===== config.mk =====
export PLATFORM = sky130hd
export DESIGN_NAME = load_store_unit
export DESIGN_NICKNAME = d
export VERILOG_FILES = /design/src/rtl/load_store_unit.sv
export SDC_FILE = /design/constraint.sdc
export NUM_CORES = 1
export LEC_CHECK = 0
export ABC_AREA = 1
export CAP_MARGIN = 20
export CORE_ASPECT_RATIO = 0.9
export CORE_MARGIN = 10
export CORE_UTILIZATION = 48
export CTS_BUF_LIST = sky130_fd_sc_hd__clkbuf_2
export CTS_CLUSTER_DIAMETER = 120
export DETAILED_ROUTE_END_ITERATION = 16
export PLACE_DENSITY_LB_ADDON = 0.2
export SKIP_CTS_REPAIR_TIMING = 1
export SYNTH_ARGS = -nofsm -noshare
export SYNTH_HDL_FRONTEND = slang
export SYNTH_SLANG_ARGS = --single-unit

===== constraint.sdc =====
create_clock -name clk -period 1.7 [get_ports clk]
set_input_delay 0.17 -clock clk [delete_from_list [all_inputs] [get_ports clk]]
set_output_delay 0.17 -clock clk [all_outputs]
set_load 0.005 [all_outputs]

===== src/rtl/load_store_unit.sv =====
// load_store_unit: RV32I data-memory initiator with sub-word load extraction and read-modify-write stores
// Ports: clk/reset_n (sync active-low); req_* one request at a time, accepted in IDLE;
//   resp_* one-cycle completion pulse with load data and error flags;
//   mem_* word-aligned access to a combinational-read, synchronous-write memory.
// Optional: define LSU_BOUNDS_CHECK_EN to fault requests with addr[31:2] >= WORDS.
module load_store_unit #(
   parameter int WORDS = 64
) (
   input  logic        clk,
   input  logic        reset_n,
   input  logic        req_valid,
   output logic        req_ready,
   input  logic        req_write,
   input  logic [2:0]  req_funct3,
   input  logic [31:0] req_addr,
   input  logic [31:0] req_wdata,
   output logic        resp_valid,
   output logic [31:0] resp_rdata,
   output logic        resp_misaligned,
   output logic        resp_illegal,
   output logic        resp_fault,
   output logic [31:0] mem_address,
   output logic [31:0] mem_write_data,
   output logic        mem_write_enable,
   input  logic [31:0] mem_data
);
   localparam logic [1:0] IDLE = 2'd0, READ = 2'd1, WRITE = 2'd2, RESP = 2'd3;
   logic [1:0] state, next_state;
   logic wr, misaligned, illegal, fault;
   logic [2:0] f3;
   logic [31:0] addr, wdata, word;
   logic accept, req_illegal, req_misaligned, req_fault;
   logic [4:0] bsh, hsh;
   logic [7:0] byte_v;
   logic [15:0] half_v;
   logic [31:0] load_v, merged;
   assign accept = req_valid && state == IDLE;
   assign req_illegal = req_write ? req_funct3 >= 3'd3 : (req_funct3 == 3'd3 || req_funct3 >= 3'd6);
   assign req_misaligned = !req_illegal && ((req_funct3[1:0] == 2'd1 && req_addr[0]) ||
                                            (req_funct3[1:0] == 2'd2 && req_addr[1:0] != 2'd0));
`ifdef LSU_BOUNDS_CHECK_EN
   assign req_fault = !req_illegal && !req_misaligned && ({2'b00, req_addr[31:2]} >= 32'(WORDS));
`else
   assign req_fault = 1'b0 & (WORDS > 0);
`endif
   always_ff @(posedge clk)
      if (!reset_n) state <= IDLE;
      else state <= next_state;
   always_ff @(posedge clk)
      if (!reset_n) begin
         {wr, f3, addr, wdata, word, misaligned, illegal, fault} <= '0;
      end else begin
         if (accept) begin
            wr         <= req_write;
            f3         <= req_funct3;
            addr       <= req_addr;
            wdata      <= req_wdata;
            misaligned <= req_misaligned;
            illegal    <= req_illegal;
            fault      <= req_fault;
         end
         if (state == READ) word <= mem_data;
      end
   // SW skips READ because it overwrites the whole word; SB/SH need the old word first.
   always_comb begin
      next_state = state == IDLE  ? (!req_valid ? IDLE :
                                     (req_illegal || req_misaligned || req_fault) ? RESP :
                                     (req_write && req_funct3 == 3'd2) ? WRITE : READ) :
                   state == READ  ? (wr ? WRITE : RESP) :
                   state == WRITE ? RESP : IDLE;
   end
   always_comb begin
      bsh              = {addr[1:0], 3'b000};
      hsh              = {addr[1], 4'b0000};
      byte_v           = 8'(word >> bsh);
      half_v           = 16'(word >> hsh);
      load_v           = f3 == 3'd0 ? {{24{byte_v[7]}}, byte_v} :
                         f3 == 3'd1 ? {{16{half_v[15]}}, half_v} :
                         f3 == 3'd4 ? {24'b0, byte_v} :
                         f3 == 3'd5 ? {16'b0, half_v} : word;
      merged           = f3 == 3'd0 ? (word & ~(32'hFF << bsh)) | ({24'b0, wdata[7:0]} << bsh) :
                         f3 == 3'd1 ? (word & ~(32'hFFFF << hsh)) | ({16'b0, wdata[15:0]} << hsh) : wdata;
      req_ready        = state == IDLE;
      resp_valid       = state == RESP;
      resp_misaligned  = resp_valid && misaligned;
      resp_illegal     = resp_valid && illegal;
      resp_fault       = resp_valid && fault;
      resp_rdata       = (resp_valid && !wr && !misaligned && !illegal && !fault) ? load_v : 32'b0;
      mem_address      = {addr[31:2], 2'b00};
      // Gated by reset_n so a reset landing on the WRITE cycle cannot corrupt memory.
      mem_write_enable = state == WRITE && reset_n;
      mem_write_data   = state == WRITE ? merged : 32'b0;
   end
endmodule

After elaboration in Yosys (flattened, before gate mapping) --
Cells that the tools add are included.
Storage, ports and cells: register bits 104, input bits 103
Operators by class: equality and inequality tests 10, reductions and logical operators 21, multiplexer cells 16, bitwise logic cells 6, shifts and indexed selects 6, order comparisons 2
Operators with widths (number):
- $mux W32 | 8
- $and A32 B32 Y32 | 2
- $not A32 Y32 | 2
- $or A32 B32 Y32 | 2
- $shl A16 B5 Y32 | 1
- $shl A16 B5 Y32 const A | 1
- $shl A8 B5 Y32 | 1
- $shl A8 B5 Y32 const A | 1
- $shr A32 B5 Y16 | 1
- $shr A32 B5 Y8 | 1
- $mux W2 | 6
- $logic_and A1 B1 Y1 | 11
- $eq A2 B2 Y1 const B | 3
- $eq A3 B2 Y1 const B | 2
- $eq A3 B3 Y1 const B | 2
- $eq A2 B1 Y1 const B | 2
- $logic_not A1 Y1 | 4
- $eq A3 B1 Y1 const B | 1
- $ge A3 B2 Y1 const B | 1
- $ge A3 B3 Y1 const B | 1
- $logic_not A3 Y1 | 1
- $logic_or A1 B1 Y1 | 3
- $logic_not A2 Y1 | 1
- $mux W1 | 2
- $reduce_bool A2 Y1 | 1

Depth between registers and ports, before layout --
word-level depth 9, mapped depth 10, gate-level depth less buffers 8

Worst setup path after synthesis --
No wires, ideal clock.
kind register -> output, start register state[0], end output resp_rdata[12], data arrival time 1373 ps, stages on the path, launching flop included 7, path slack 157 ps, buffers on the path 1, path through dfxtp_1 > ha_1 > nand2_1 > nor3_2 > nand2_2 > clkbuf_1 > a21oi_1
On the way: longest elaborated chain between the ends 5
RTL lines:
- from (decl) | RTL line 28 | logic [1:0] state, next_state;
- from (signal assigned) | RTL line 48 | else state <= next_state;
- $eq A2 B2 Y1 | RTL line 84 | resp_valid = state == RESP;
- net resp_valid | RTL line 17 | output logic resp_valid,
- $logic_and A1 B1 Y1 (3 in series) | RTL line 88 | resp_rdata = (resp_valid && !wr && !misaligned && !illegal && !fault) ? load_v : 32'b0;
- $mux W32 | RTL line 88
- to (decl) | RTL line 18 | output logic [31:0] resp_rdata,
The timed path passes the listed nets, and every way through them passes these cells.

Worst setup path in the final report --
start register state[1], end output resp_rdata[18]
On the way: longest elaborated chain between the ends 5
RTL lines (RTL line):
- $eq A2 B2 Y1 | 84
- $logic_and A1 B1 Y1 (3 in series) | 88
- $mux W32 | 88
No other way between the ends.

==> metrics.yaml <==
cts:
  clock_latency_ns: 0.65
  cts_sinks: 104
  cts_max_path_buffers: 2
  cts.root.buffer_cell: "clkbuf_2"
  cts_buffers: 9
  cts.clk_slew.worst_paths_ns: 0.31
  cts_tree: "built"
  cts.htree.levels: 3
detailed_routing:
  antenna_left: 0
  viasPerCell: 5.84
  routedWlPerCell_um: 20.4
  drtIter0Drc: 1211
  wirelength_um: 29100
  vias: 8338
  firstDrtPassIters: 7
  drc: 0
power_and_ir_drop:
  p_sw_share_pct: 41.3
  seq_power_share_pct: 33.7
  p_leak_nw: 4.88
  irDropWorstVdd_mv: 0.564
  power_density_mw_per_mm2: 852
  p_clk_share_pct: 14.2
  comb_power_share_pct: 52.1
  power_mw: 8.78
  intPower_mw: 5.16
  netSwitchingPower_mw: 3.62
die:
  die_y_um: 129
  die_area_mm2: 0.0181
  num_rows: 39
  core_mm2: 0.0128
  initial_core_util_pct: 49.2
  top_level_ports: 205
  die_x_um: 141
cells_and_area:
  drive_gt1_share_pct: 33.5
  antennaDiodeCount: 0
  nets: 1366
  area_growth_pct: 63.8
  post-route-util_pct: 80.6
  fillers: 883
setup_path:
  path_class: "flip-flop to output pin"
  cp.arrival_ns: 2.30
  path_max_fanout: 6
  worst-path-buf-inv: 3
  crit_path_frequent_cell: "nand2_4"
  path_cells: "ha_4 -> nand2_4 -> nor3_4 -> nand2_4 -> buf_6 -> clkbuf_16 -> nor2_1 -> clkbuf_2"
  slowest_stage: "dfxtp_2"
  cp_slowest_stage_delay_ns: 0.44
  cp.required_ns: 1.53
  cp-start-kind: "flip-flop"
  r2r_slack_ns: 0.03
  rr_worst_depth: 7
  path_delay_family: "simple AND/OR/NAND/NOR gates"
  r2r_end: "word[20]"
  setup.worst_path.end_class: "output pin"
  r2r-start: "state[1]"
logic_synthesis:
  ys_seq_area_share_pct: 33.1
  synth_most_common_cell: "nor2_1"
  synthFlopType: "dfxtp_1"
  syn_area_mm2: 0.00629
  syn_inst: 1009
  synth_cell_types: 27
  netlist_top_cells_count: "nor2_1 (176), o21ai_0 (160), nand2_1 (142)"
  synth_edf_count: 0
  avgSynthCellArea_um2: 6.24
  synth_top_area_share_pct: 33.1
  synth_seq_cells: 104
  yosys_warnings: 0
  synth_area_leaders: "dfxtp_1 (33%), o21ai_0 (13%), a21oi_1 (11%), nor2_1 (10%), nand2_1 (8.5%)"
  yosys.area.top_type: "dfxtp_1"
  async_flop_share_pct: 0
sta:
  setup_viol: 69
  tns_ns: -43.99
  setup_slack_ns: -0.770
  fin_crit_ns: 2.47
  clock.fmax_mhz: 405
  slew_violations: 0
  finalClockSkew_ns: 0.0192
  hold_viol: 0
  period_share_pct: 145
  rsz0062_at_grt: "true"
global_routing:
  grt_pass1_vias: 6699
  grt_max_degree: 65
  antenna_found_initial: 0
  track_usage_pct: 24.6
  overflow: 0
  grt_pass1_wl_um: 36200
placed_design:
  hpwl_um: 18000
  dp_worst_setup_slack_ns: -0.337
  place.gp.congestion: 0.958
  numPortBuffers: 201
status:
  violations: "setup timing"
  status: "finished with violations"
worst_hold_path:
  min-delay-start: "mem_data[30]"
  hold_path.class: "input port to flip-flop"
  hold-path-cell-count: 3
  worstHoldEndpoint: "word[30]"
flow_run:
  timing.max_cap.violations: 0
==> logic make-up (layout without fill, tap and decap cells) <==
group | Yosys count | after routing | share of synthesized area [%]
compound gates | 330 | 330 | 26.6
flops | 104 | 104 | 33.1
buf+inv | 185 | 436 | 13.7
other cells | 1 | 3 | 0.0596
fa+ha+maj | 4 | 4 | 0.795
simple gates | 385 | 387 | 25.8
==> area by class of cell <==
cell class / instances / area [µm²] / share of cell area [%]
Tap cell: 164 / 205 / 1.99
Multi-Input combinational cell: 724 / 4090 / 39.6
Clock inverter: 7 / 68.8 / 0.667
Sequential cell: 104 / 2140 / 20.7
Clock buffer: 9 / 45.0 / 0.437
Timing Repair Buffer: 338 / 3440 / 33.3
Inverter: 82 / 329 / 3.19
==> power groups by stage <==
stage               Sequential (mW)  Clock [mW]  Combinational, mW
global route                   2.99        1.34               4.83
detailed placement             2.96           0               3.29
finish                         2.96        1.25               4.58
floorplan                      2.92           0               1.88
CTS                            2.92        1.26               3.31
global placement               2.96           0               3.25
==> cells in the final DEF (no fill, tap or decap), types with 16 or more instances in the layout <==
cell | synthesis | layout
a21oi_2 | 0 | 31
buf_4 | 35 | 68
inv_1 | 75 | 69
buf_2 | 22 | 58
buf_12 | 0 | 21
o21ai_1 | 19 | 25
nand2_1 | 142 | 110
o21ai_0 | 160 | 141
nor3_2 | 10 | 23
dfxtp_2 | 0 | 33
dlymetal6s2s_1 | 0 | 31
a21oi_1 | 141 | 101
buf_6 | 1 | 33
dfxtp_1 | 104 | 67
clkdlybuf4s50_1 | 0 | 101
nand2_2 | 2 | 22
nor2_1 | 176 | 155
clkbuf_2 | 0 | 16
==> worst reg2reg max path: cells and delay by family (launching register included) <==
family | cells | cell delay [ns]
DFF | 1 | 0.44
AOI/OAI and AO/OA | 2 | 0.38
adders and majority gates | 1 | 0.24
buffers and inverters | 4 | 0.54
==> layer usage <==
layer  part of all wire (%)  up-vias  wire [µm]  global-route usage, %
met4                    3.3        0        950                   5.10
met1                     38     3769      10900                   32.0
met3                     13      103       3710                   6.55
met2                     46      686      13500                   40.2
li1                       -     3780          -                      -
met5                      0        -          0                      0
==> how the worst max path moves through the flow <==
stage	slack (ns)	endpoint	depth (start not counted)	startpoint
global route	-0.88	resp_rdata[6]	9	state[1]
CTS	-1.11	mem_write_data[7]	7	f3[2]
detailed placement	-0.34	resp_rdata[8]	7	state[0]
floorplan	0.16	resp_rdata[12]	6	state[0]
finish	-0.77	resp_rdata[18]	8	state[1]
global placement	-0.27	mem_write_data[7]	7	f3[2]
==> stage by stage <==
stage	hold WS [ns]	area, µm²	std cells
after CTS	-0.0353	8950	1376
after detailed placement	0.471	8840	1360
after floorplan	0.337	6300	1011
after global routing	0.0474	10300	1428
final	0.0952	10300	1428
after global placement	0.461	8840	1360
==> sequential cells by signal (all words and copies together) (netlist names) <==
| name | flops |
|---|---|
| addr | 32 |
| wdata | 32 |
| word | 32 |
| f3 | 3 |
| state | 2 |
| illegal | 1 |
| misaligned | 1 |
| wr | 1 |
Note: power is estimated with default switching activity, not from simulation.
